[config.mk]
export PLATFORM = sky130hd
export DESIGN_NAME = fifo_pack_reader
export DESIGN_NICKNAME = d
export VERILOG_FILES = /design/src/rtl/fifo_pack_pkg.sv /design/src/rtl/fifo_pack_reader.sv
export SDC_FILE = /design/constraint.sdc
export NUM_CORES = 1
export LEC_CHECK = 0
export ABC_AREA = 1
export CORE_MARGIN = 8
export CORE_UTILIZATION = 43
export CTS_BUF_LIST = sky130_fd_sc_hd__clkbuf_16
export DETAILED_ROUTE_END_ITERATION = 10
export PLACE_DENSITY = 0.7
export SLEW_MARGIN = 30
export SYNTH_ARGS = -nofsm -noshare
export SYNTH_HDL_FRONTEND = slang
export SYNTH_SLANG_ARGS = --single-unit
export TNS_END_PERCENT = 50
[constraint.sdc]
create_clock -name clk -period 2.2 [get_ports clk]
set_input_delay 0.22 -clock clk [delete_from_list [all_inputs] [get_ports clk]]
set_output_delay 0.22 -clock clk [all_outputs]
set_load 0.01 [all_outputs]
[src/rtl/fifo_pack_pkg.sv]
// Shared types for the FIFO lane packer: flush FSM states and the lane-keep helper.
// Combinational only; no timing or flow control lives here.
package fifo_pack_pkg;

   localparam int KEEP_MAX = 32;

   typedef enum logic [1:0] {
      FILL       = 2'd0,
      FLUSH_WAIT = 2'd1,
      FLUSH_EMIT = 2'd2
   } state_e;

   // Lanes below cnt are valid; cnt is clamped to ratio so a full beat gives all ones.
   function automatic logic [KEEP_MAX-1:0] keep_mask(input int cnt, input int ratio);
      logic [KEEP_MAX-1:0] m;
      m = '0;
      for (int i = 0; i < KEEP_MAX; i++) begin
         m[i] = (i < cnt) && (i < ratio);
      end
      return m;
   endfunction

endpackage

[src/rtl/fifo_pack_reader.sv]
// Pops IN_W-bit FIFO words, packs RATIO lanes per beat onto a valid/ready stream; last pop to m_valid is 2 cycles.
// Pops stall whenever the accumulator would overflow behind a stalled output; flush emits a zero-padded partial beat.
module fifo_pack_reader
   import fifo_pack_pkg::*;
#(
   parameter int IN_W  = 8,
   parameter int RATIO = 4
) (
   input  logic                  clk,
   input  logic                  rstn,
   input  logic [IN_W-1:0]       fifo_dout,
   input  logic                  fifo_empty,
   output logic                  fifo_r_en,
   output logic [IN_W*RATIO-1:0] m_data,
   output logic [RATIO-1:0]      m_keep,
   output logic                  m_valid,
   input  logic                  m_ready,
   input  logic                  flush,
   output logic                  flush_done
);

   localparam int OUT_W = IN_W * RATIO;
   localparam int CNT_W = $clog2(RATIO + 1);
   localparam logic [CNT_W-1:0] CNT_FULL = CNT_W'(RATIO);

   state_e             state_q, state_d;
   logic [CNT_W-1:0]   cnt_q, cnt_d;
   logic               rd_pend_q;
   logic [OUT_W-1:0]   acc_q, acc_d;
   logic [OUT_W-1:0]   m_data_q, m_data_d;
   logic [RATIO-1:0]   m_keep_q, m_keep_d;
   logic               m_valid_q, m_valid_d;
   logic               flush_done_q, flush_done_d;

   logic [CNT_W-1:0]   fill, fill_eff;
   logic [OUT_W-1:0]   merged;
   logic               out_free, xfer_req, xfer;

   assign m_data     = m_data_q;
   assign m_keep     = m_keep_q;
   assign m_valid    = m_valid_q;
   assign flush_done = flush_done_q;

   // The word arriving this cycle is merged straight into the outgoing beat, so the
   // last lane leaves in its capture cycle and pops can run back-to-back across beats.
   always_comb begin
      fill   = cnt_q + CNT_W'(rd_pend_q);
      merged = acc_q;
      for (int i = 0; i < RATIO; i++) begin
         if (rd_pend_q && (cnt_q == CNT_W'(i))) begin
            merged[i*IN_W +: IN_W] = fifo_dout;
         end
      end
      out_free  = !m_valid_q || m_ready;
      xfer_req  = (fill == CNT_FULL) || ((state_q == FLUSH_EMIT) && (cnt_q != '0));
      xfer      = xfer_req && out_free;
      fill_eff  = xfer ? '0 : fill;
      fifo_r_en = rstn && (state_q == FILL) && !fifo_empty && !flush && (fill_eff < CNT_FULL);
   end

   always_comb begin
      acc_d     = acc_q;
      cnt_d     = cnt_q;
      m_data_d  = m_data_q;
      m_keep_d  = m_keep_q;
      m_valid_d = m_valid_q;
      if (xfer) begin
         m_data_d  = merged;
         m_keep_d  = RATIO'(keep_mask(int'(fill), RATIO));
         m_valid_d = 1'b1;
         acc_d     = '0;
         cnt_d     = '0;
      end else begin
         if (m_ready) m_valid_d = 1'b0;
         if (rd_pend_q) begin
            acc_d = merged;
            cnt_d = cnt_q + CNT_W'(1);
         end
      end
   end

   always_comb begin
      state_d      = state_q;
      flush_done_d = 1'b0;
      case (state_q)
         FILL: begin
            if (flush) state_d = FLUSH_WAIT;
         end
         FLUSH_WAIT: begin
            if (!rd_pend_q) state_d = FLUSH_EMIT;
         end
         FLUSH_EMIT: begin
            if ((cnt_q == '0) || xfer) begin
               flush_done_d = 1'b1;
               state_d      = FILL;
            end
         end
         default: state_d = FILL;
      endcase
   end

   always_ff @(posedge clk) begin
      if (!rstn) begin
         state_q      <= FILL;
         cnt_q        <= '0;
         rd_pend_q    <= 1'b0;
         acc_q        <= '0;
         m_data_q     <= '0;
         m_keep_q     <= '0;
         m_valid_q    <= 1'b0;
         flush_done_q <= 1'b0;
      end else begin
         state_q      <= state_d;
         cnt_q        <= cnt_d;
         rd_pend_q    <= fifo_r_en;
         acc_q        <= acc_d;
         m_data_q     <= m_data_d;
         m_keep_q     <= m_keep_d;
         m_valid_q    <= m_valid_d;
         flush_done_q <= flush_done_d;
      end
   end

endmodule

==> flow_summary.toml, run 1 <==
[outcome]
status = "complete, no violations"

[grt]
grt-ovfl-total = 0
grt_usage = 0.155
grt_antenna_before_repair = 0
grt_pass1_vias = 2957
grt_max_degree = 68
grt_pass1_wl_mm = 14.1

[logic_synthesis]
synth_top_area_frac = 0.456
synthAdderAreaFrac = 0.0263
synth.yosys.warnings = 0
synth-compound-area-share = 0.0721
yosysTopAreaCell = "dfxtp_1"
yosysSeqAreaShare = 0.456
syn_area_um2 = 3330
syn-num-nets = 496
synthCells = 476
synth_top_family_by_area = "simple AND/OR/NAND/NOR gates"
synth.avg_cell_area_um2 = 7.00
synthSimpleGateAreaFrac = 0.328
ys_ff_latch = 76
synth_xor_xnor_area_share = 0
synthDistinctLibCells = 22
synth.mux.area_fraction = 0
synth_area_leaders = "dfxtp_1 (46%), nand2_1 (12%), nor2_1 (8.7%)"

[timing]
hold_violations = 0
slew_viol_final = 0
hold-worst-slack_ns = 0.475
max_freq_mhz = 488
setup_viol = 0
worstMarginPinSlew_ns = 0.663
setup_tns_ns = 0
post-route-period-util = 0.931
skew_ns = 0.00381
max_slew_margin = 0.558
rsz0062_at_grt = "false"
finalCriticalPeriod_ns = 2.05

[cells_and_area]
layout-drive-gt1-share = 0.0613
antennaDiodeCount = 0
nFillCells = 752
final_util = 0.551
areaGrowthSynthToFinish_pct = 25.8
fin_cells = 624
fin_nets = 537

[route]
drcViolationCount = 0
routed_via_density = 4.82
totalWireLength_mm = 7.80
drt_first_pass_iters = 4
drtAntennaViolNets = 0
drtIter0Drc = 184
wl_per_cell_um = 12.5
dr_total_vias = 3008

[floorplanning]
dieArea_um2 = 10800
num_io_pins = 52
start_util = 0.438
fp.coreArea_um2 = 7610
die_h_um = 104
fp-row-count = 32
fp.dieW_um = 104

[setup_path]
crit_path_start_kind = "flip-flop"
worst-setup-path-type = "reg -> out"
endpoint_kind = "output pin"
reg2regPathDepth = 9
reg2reg_to = "m_data[15]"
reg2reg_from = "cnt_q[0]"
cp-endpoint = "fifo_r_en"
critPathArrivalTime_ns = 1.83
rrSetupSlack_ns = 0.26
crit_required_ns = 1.98
cp_max_fo = 2
cp-startpoint = "cnt_q[0]"

[power_and_ir_drop]
ir_worst_vdd_uv = 450
power_w = 0.00314
power.leakage_nw = 1.81
power_density_nw_per_um2 = 748

[clocking]
cts_sinks = 76
h-tree-depth = 3
insertion_delay_ns = 0.33
cts_buffer_depth = 2
path_clk_slew_ns = 0.06
cts_tree = "built"
cts-root-buf = "clkbuf_16"
ctsHoldBuffers = 0
cts_buffers = 9

[placement]
place_congestion = 0.795
io_buffer_count = 51
dpl.cell_count = 608
hpwl_mm = 4.90

[hold_path]
holdCritPathClass = "reg -> reg"

[flow_run]
drv_cap = 0
[state kept, by name (all words and copies together) (netlist names)]
register	cells
acc_q	32
cnt_q	3
flush_done	1
m_data	32
m_keep	4
m_valid	1
rd_pend_q	1
state_q	2
[worst min-delay path by stage]
| stage | to | from | depth (start not counted) |
|---|---|---|---|
| 3_5_place_dp | m_data[21] | m_data[21] | 2 |
| 4_1_cts | m_data[21] | m_data[21] | 2 |
| 3_3_place_gp | m_data[17] | m_data[17] | 2 |
| 2_1_floorplan | state_q[0] | flush | 2 |
| 5_1_grt | state_q[0] | flush | 3 |
| 6_report | m_data[20] | m_data[20] | 2 |
[area by class of cell]
class                   count  area [um^2]  share of cell area
inverters                  57          214              0.0510
multi-input cells         313         1420               0.340
clock inverters             7         91.3              0.0218
clock buffers               9          225              0.0537
flip-flops and latches     76         1520               0.363
well taps                 102          128              0.0304
repair buffers             60          589               0.141
[cells in the mapped netlist]
master / instances
nand3b_1: 1
nor2_2: 1
clkbuf_1: 5
buf_2: 11
nand2_2: 4
inv_1: 55
o21ai_1: 2
nor2_1: 77
or2_0: 1
dfxtp_1: 76
buf_6: 4
nand2_1: 107
nand3_1: 49
inv_2: 2
clkbuf_2: 1
nor4_1: 1
buf_4: 5
buf_1: 4
ha_1: 7
o21ai_0: 8
a21oi_1: 38
nand4_1: 17
[timing repair]
item,CTS,global route
setup endpoints to repair,1,34
gates resized for setup,2,3
pin swaps,0,1
buffers inserted,0,0
[placed cells by master, fill, tap and decap left out, types with 4 or more instances in the layout]
| cell | instances |
|---|---|
| nand2_2 | 4 |
| ha_1 | 7 |
| clkbuf_16 | 9 |
| nand2_1 | 107 |
| dfxtp_1 | 76 |
| o21ai_0 | 8 |
| a21oi_1 | 38 |
| clkdlybuf4s50_1 | 50 |
| inv_1 | 55 |
| nand4_1 | 17 |
| nand3_1 | 49 |
| nor2_1 | 76 |
| buf_4 | 7 |
[layer usage]
metal / track usage / vias up / wire length, um
li1: - / 1582 / -
met1: 0.198 / 1338 / 3620
met2: 0.240 / 75 / 3550
met3: 0.0471 / 13 / 509
met4: 0.0569 / 0 / 127
met5: 0 / - / 0
[worst max-delay path, stage by stage (launching register included)]
cell,delay [ns]
dfxtp_1,0.31
ha_1,0.19
ha_1,0.30
nor2_2,0.11
nand3_1,0.10
nand2_2,0.09
nand2_2,0.06
inv_1,0.07
nor2_1,0.05
nor2_1,0.09
clkbuf_2,0.13
[metrics by stage]
stage / cell area [um^2] / worst slack, ns
2_1_floorplan: 3330 / 0.463
3_3_place_gp: 3870 / 0.125
5_1_grt: 4190 / 0.0166
3_5_place_dp: 3870 / 0.0806
4_1_cts: 4190 / 0.0128
6_report: 4190 / 0.153
[report_power, final]
part           internal (W)  total (W)  switching (W)  leakage (nW)
clock              0.000986    0.00155       0.000563         0.147
sequential          0.00140    0.00140     0.00000808         0.613
combinational     0.0000744   0.000184       0.000110          1.05
total               0.00246    0.00314       0.000681          1.81
[cell families (layout without fill, tap and decap cells)]
logic type               after synthesis  in the layout
AO/OA/AOI/OAI                         48             48
adder cells (fa/ha/maj)                7              7
buffers and inverters                 87            133
flip-flops                            76             76
AND/OR/NAND/NOR                      258            258
Note: power is estimated with default switching activity, not from simulation.
==> run 2: changes to the inputs <==
--- a/config.mk
+++ b/config.mk
@@ -6,7 +6,6 @@
 export NUM_CORES = 1
 export LEC_CHECK = 0
 export ABC_AREA = 1
-export CORE_MARGIN = 8
 export CORE_UTILIZATION = 43
 export CTS_BUF_LIST = sky130_fd_sc_hd__clkbuf_16
 export DETAILED_ROUTE_END_ITERATION = 10
==> run 2 against run 1 <==
  * Maximum frequency grew 0.42%
  * Register-to-register slack gained 0.05 ns
  * Via count is essentially flat
  * Utilization grew 1.2 points
  * Cell count shrank 0.80%
  * Non-clock buffer count shrank 1
  * Largest power group unchanged
  * Largest cell class unchanged
  * Combinational power is essentially flat
  * Critical path depth is the same
==> flow_summary.toml, run 2 (synthesis results as in run 1) <==
[outcome]
status = "complete, no violations"

[grt]
grt_pass1_vias = 2798
grt_usage = 0.188
grt_max_degree = 68
grt_antenna_before_repair = 0
grt-ovfl-total = 0
grt_pass1_wl_mm = 12.5

[timing]
finalCriticalPeriod_ns = 2.04
worstMarginPinSlew_ns = 0.671
skew_ns = 0.00677
hold_violations = 0
slew_viol_final = 0
post-route-period-util = 0.927
setup_viol = 0
max_slew_margin = 0.553
setup_tns_ns = 0
max_freq_mhz = 490
rsz0062_at_grt = "false"

[clocking]
cts_buffers = 9
cts_buffer_depth = 2
insertion_delay_ns = 0.33
cts_sinks = 76
h-tree-depth = 3
ctsHoldBuffers = 0
path_clk_slew_ns = 0.05
cts_tree = "built"
cts-root-buf = "clkbuf_16"
post_cts_buffers = 0

[setup_path]
cp_max_fo = 2
worst-setup-path-type = "reg -> out"
cp-startpoint = "cnt_q[0]"
reg2regPathDepth = 9
endpoint_kind = "output pin"
reg2reg_from = "cnt_q[0]"
crit_path_start_kind = "flip-flop"
crit_required_ns = 1.98
critPathArrivalTime_ns = 1.82

[cells_and_area]
areaGrowthSynthToFinish_pct = 24.4
final_common_cell = "nand2_1"
layout-drive-gt1-share = 0.0577
mostFrequentLayoutCells = "nand2_1 (107), nor2_1 (76), dfxtp_1 (76), inv_1 (56), clkdlybuf4s50_1 (50)"
fin_cells = 619
antennaDiodeCount = 0
final_util = 0.563
fin_nets = 536
nFillCells = 727

[floorplanning]
die_h_um = 90.0
num_io_pins = 52
dieArea_um2 = 8110
start_util = 0.452
fp.dieW_um = 90.0
fp-row-count = 31
fp.coreArea_um2 = 7370

[route]
wl_per_cell_um = 11.7
drcViolationCount = 0
totalWireLength_mm = 7.25
dr_total_vias = 3009
drtAntennaViolNets = 0
drtIter0Drc = 145
drt_first_pass_iters = 4
routed_via_density = 4.86

[hold_path]
holdCritPathClass = "reg -> reg"
whs_path_depth = 2
hp-start = "m_data[25]"

[power_and_ir_drop]
power.leakage_nw = 1.80
power_density_nw_per_um2 = 722
ir_worst_vdd_uv = 368

[flow_run]
drv_cap = 0

[placement]
hpwl_mm = 4.62
place_congestion = 0.804
io_buffer_count = 51
dpl.cell_count = 604
-- run 2: cell types whose count changed in the layout (fill, tap and decap cells not counted) --
| cell | previous run | this run |
|---|---|---|
| clkinv_1 | 2 | 1 |
| inv_1 | 55 | 56 |
| clkinv_2 | 0 | 1 |
| buf_4 | 7 | 6 |
| bufinv_16 | 2 | 1 |
| clkinv_4 | 1 | 0 |
-- run 2: what timing repair did --
| item | CTS | global route |
|---|---|---|
| resized for setup | 2 | 3 |
| endpoints found under the setup margin | 1 | 18 |
| pin swaps | 0 | 1 |
| endpoints found under the hold margin | 0 | 0 |
-- run 2: routing by layer --
layer	wire, um	global-route usage
met5	0	0
met4	115	0.0793
met3	393	0.0321
met2	3230	0.305
met1	3510	0.246
-- run 2: path summary, 6_finish.rpt --
| check | slack [ns] | to |
|---|---|---|
| max | 0.16 | fifo_r_en |
| min | 0.47 | m_data[25] |
| max reg2reg | 0.31 | m_data[8] |
| min reg2reg | 0.47 | m_data[25] |
-- run 2: power breakdown --
| group | internal, W | total, W | switching [W] | leakage (nW) |
|---|---|---|---|---|
| combinational | 0.0000730 | 0.000181 | 0.000107 | 1.05 |
| sequential | 0.00140 | 0.00140 | 0.00000792 | 0.613 |
| clock | 0.000861 | 0.00141 | 0.000551 | 0.136 |
| total | 0.00233 | 0.00300 | 0.000666 | 1.80 |
-- run 2: area by class of cell --
type	instances	area [um^2]	area share
multi-input combinational	313	1420	0.343
tap	99	124	0.0299
clock buffer	9	225	0.0543
sequential	76	1520	0.367
inverter	57	214	0.0516
timing repair buffer	59	582	0.140
clock inverter	6	57.6	0.0139
-- run 2: metrics by stage --
stage / worst slack, ns / power, W / hold slack [ns] / instance area (um^2)
after global routing: 0.0187 / 0.00311 / 0.512 / 4150
after CTS: 0.00246 / 0.00302 / 0.484 / 4150
after floorplan: 0.463 / 0.00155 / 0.380 / 3330
after detailed placement: 0.0615 / 0.00161 / 0.469 / 3860
final: 0.161 / 0.00300 / 0.475 / 4150
after global placement: 0.134 / 0.00161 / 0.459 / 3860
-- run 2: worst max-delay path, stage by stage, from the launching register on --
cell      delay, ns
dfxtp_1        0.31
ha_1           0.19
ha_1           0.29
nor2_2         0.11
nand3_1        0.10
nand2_2        0.09
nand2_2        0.06
inv_1          0.08
nor2_1         0.05
nor2_1         0.08
clkbuf_2       0.13
==> run 3: changes to the inputs <==
--- a/config.mk
+++ b/config.mk
@@ -7,8 +7,10 @@
 export LEC_CHECK = 0
 export ABC_AREA = 1
 export CORE_UTILIZATION = 43
-export CTS_BUF_LIST = sky130_fd_sc_hd__clkbuf_16
+export CTS_BUF_LIST = sky130_fd_sc_hd__clkbuf_4
+export CTS_CLUSTER_DIAMETER = 80
 export DETAILED_ROUTE_END_ITERATION = 10
+export GPL_TIMING_DRIVEN = 0
 export PLACE_DENSITY = 0.7
 export SLEW_MARGIN = 30
 export SYNTH_ARGS = -nofsm -noshare
==> run 3 against run 2 <==
  * Die area stayed put
  * Worst hold slack got worse by 0.21 ns
  * Sequential power about the same
  * Cell count rose by 4.7%
  * Critical path type unchanged
  * Largest cell class unchanged
  * Largest power group is now sequential cells
  * Highest routed layer unchanged
==> flow_summary.toml, run 3 (synthesis results as in run 1) <==
[timing]
worstMarginPinSlew_ns = 0.534
hold_violations = 0
max_freq_mhz = 481
post-route-period-util = 0.944
max_slew_margin = 0.643
slew_viol_final = 0
setup_viol = 0
skew_ns = 0.0201
hold-worst-slack_ns = 0.260
finalCriticalPeriod_ns = 2.08
setup_tns_ns = 0

[floorplanning]
fp.coreArea_um2 = 7370
num_io_pins = 52
start_util = 0.452
dieArea_um2 = 8110
fp.dieW_um = 90.0
fp-row-count = 31
die_h_um = 90.0

[setup_path]
crit_required_ns = 1.98
crit_path_start_kind = "flip-flop"
critical_path.cell_chain = "ha_2, ha_4, nor2_4, nand3_1, nand2_2, nand2_4, inv_2, nor2_2, nor2_1, buf_2"
worst-setup-path-type = "reg -> out"
cp_max_fo = 3
critPathArrivalTime_ns = 1.86
endpoint_kind = "output pin"
max_stage_delay_ns = 0.36
cp_slowest_cell = "dfxtp_4"

[clocking]
cts-root-buf = "clkbuf_4"
insertion_delay_ns = 0.43
cts_buffer_depth = 2
h-tree-depth = 3
cts_buffers = 9
path_clk_slew_ns = 0.11
cts_sinks = 76
cts_tree = "built"
ctsHoldBuffers = 0

[route]
totalWireLength_mm = 8.21
dr_total_vias = 3202
drtIter0Drc = 170
drtAntennaViolNets = 0
drcViolationCount = 0
routed_via_density = 4.94
drt_first_pass_iters = 4
wl_per_cell_um = 12.7

[cells_and_area]
areaGrowthSynthToFinish_pct = 26.4
mostFrequentLayoutCells = "nand2_1 (107), nor2_1 (75), dfxtp_1 (74), inv_1 (54)"
final_common_cell = "nand2_1"
fin_area_um2 = 4210
antennaDiodeCount = 0
layout-drive-gt1-share = 0.109
fin_nets = 564
nFillCells = 738

[placement]
io_buffer_count = 50
place_congestion = 0.834
hpwl_mm = 5.75
place_area_um2 = 3960

[flow_run]
drv_cap = 0

[power_and_ir_drop]
pwr-share-comb = 0.074
clockPowerShare = 0.385
power.leakage_nw = 1.84
p_seq_frac = 0.541
power_density_nw_per_um2 = 616
netSwitchingPower_w = 0.000627
switching_share = 0.242
ir_worst_vdd_uv = 340
p_int_w = 0.00197

[grt]
grt-ovfl-total = 0
grt_pass1_wl_mm = 13.8
grt_pass1_vias = 3050
grt_usage = 0.210
grt_max_degree = 14
grt_antenna_before_repair = 0

[hold_path]
holdCritPathClass = "in -> reg"

[outcome]
status = "complete, no violations"
run 3: changes by cell type in the layout (fill, tap and decap cells not counted), moves of 3 or more:
cell / change
clkbuf_16: -9
buf_4: +6
clkbuf_1: +5
buf_6: +3
clkbuf_4: +11
buf_1: +4
ha_1: -3
buf_2: +12
run 3: critical path, delay by kind of cell, from the launching register on:
kind / cells / cell delay (ns)
buffers and inverters: 2 / 0.19
flip-flops: 1 / 0.36
AND/OR/NAND/NOR: 6 / 0.48
adder cells (fa/ha/maj): 2 / 0.41
run 3: final cells by class:
type / count / area, um^2 / area share
sequential: 76 / 1530 / 0.363
multi-input combinational: 313 / 1450 / 0.345
timing repair buffer: 57 / 548 / 0.130
inverter: 57 / 214 / 0.0508
buffer: 30 / 176 / 0.0419
tap: 99 / 124 / 0.0294
clock inverter: 5 / 85.1 / 0.0202
clock buffer: 11 / 82.6 / 0.0196
run 3: repair_timing:
action / in CTS / in global routing
setup buffers: 4 / 3
pin swaps: 2 / 2
setup endpoints to repair: 1 / 1
resized for setup: 11 / 5
run 3: worst paths after layout:
kind	start	to	slack (ns)	depth (start not counted)
max reg2reg	cnt_q[0]	m_data[2]	0.32	12
min	rstn	m_keep[1]	0.26	3
max	cnt_q[0]	fifo_r_en	0.12	10
min reg2reg	m_keep[2]	m_keep[2]	0.49	2
run 3: stage by stage:
| step | total power, W | setup slack (ns) | util | instances |
|---|---|---|---|---|
| after global routing | 0.00269 | -0.00615 | 0.572 | 648 |
| final | 0.00259 | 0.123 | 0.572 | 648 |
| after floorplan | 0.00155 | 0.463 | - | 476 |
| after CTS | 0.00260 | 0.0211 | 0.567 | 645 |
| after global placement | 0.00161 | -0.212 | 0.537 | 625 |
| after detailed placement | 0.00161 | -0.199 | 0.537 | 625 |
run 3: metal layers:
layer  up-vias  wire length (um)  share of wire  global-route usage
met5         -                 0              0                   0
met4         0               211          0.026               0.105
met3        25               495          0.060              0.0296
met2        96              3790           0.46               0.351
met1      1450              3710           0.45               0.265
li1       1631                 -              -                   -
run 3: power by group through the flow:
stage | clock network, W | registers, W | logic [W]
2_1_floorplan | 0 | 0.00144 | 0.000109
3_3_place_gp | 0 | 0.00144 | 0.000176
3_5_place_dp | 0 | 0.00144 | 0.000178
4_1_cts | 0.00101 | 0.00140 | 0.000188
5_1_grt | 0.00107 | 0.00141 | 0.000214
6_report | 0.000999 | 0.00140 | 0.000192
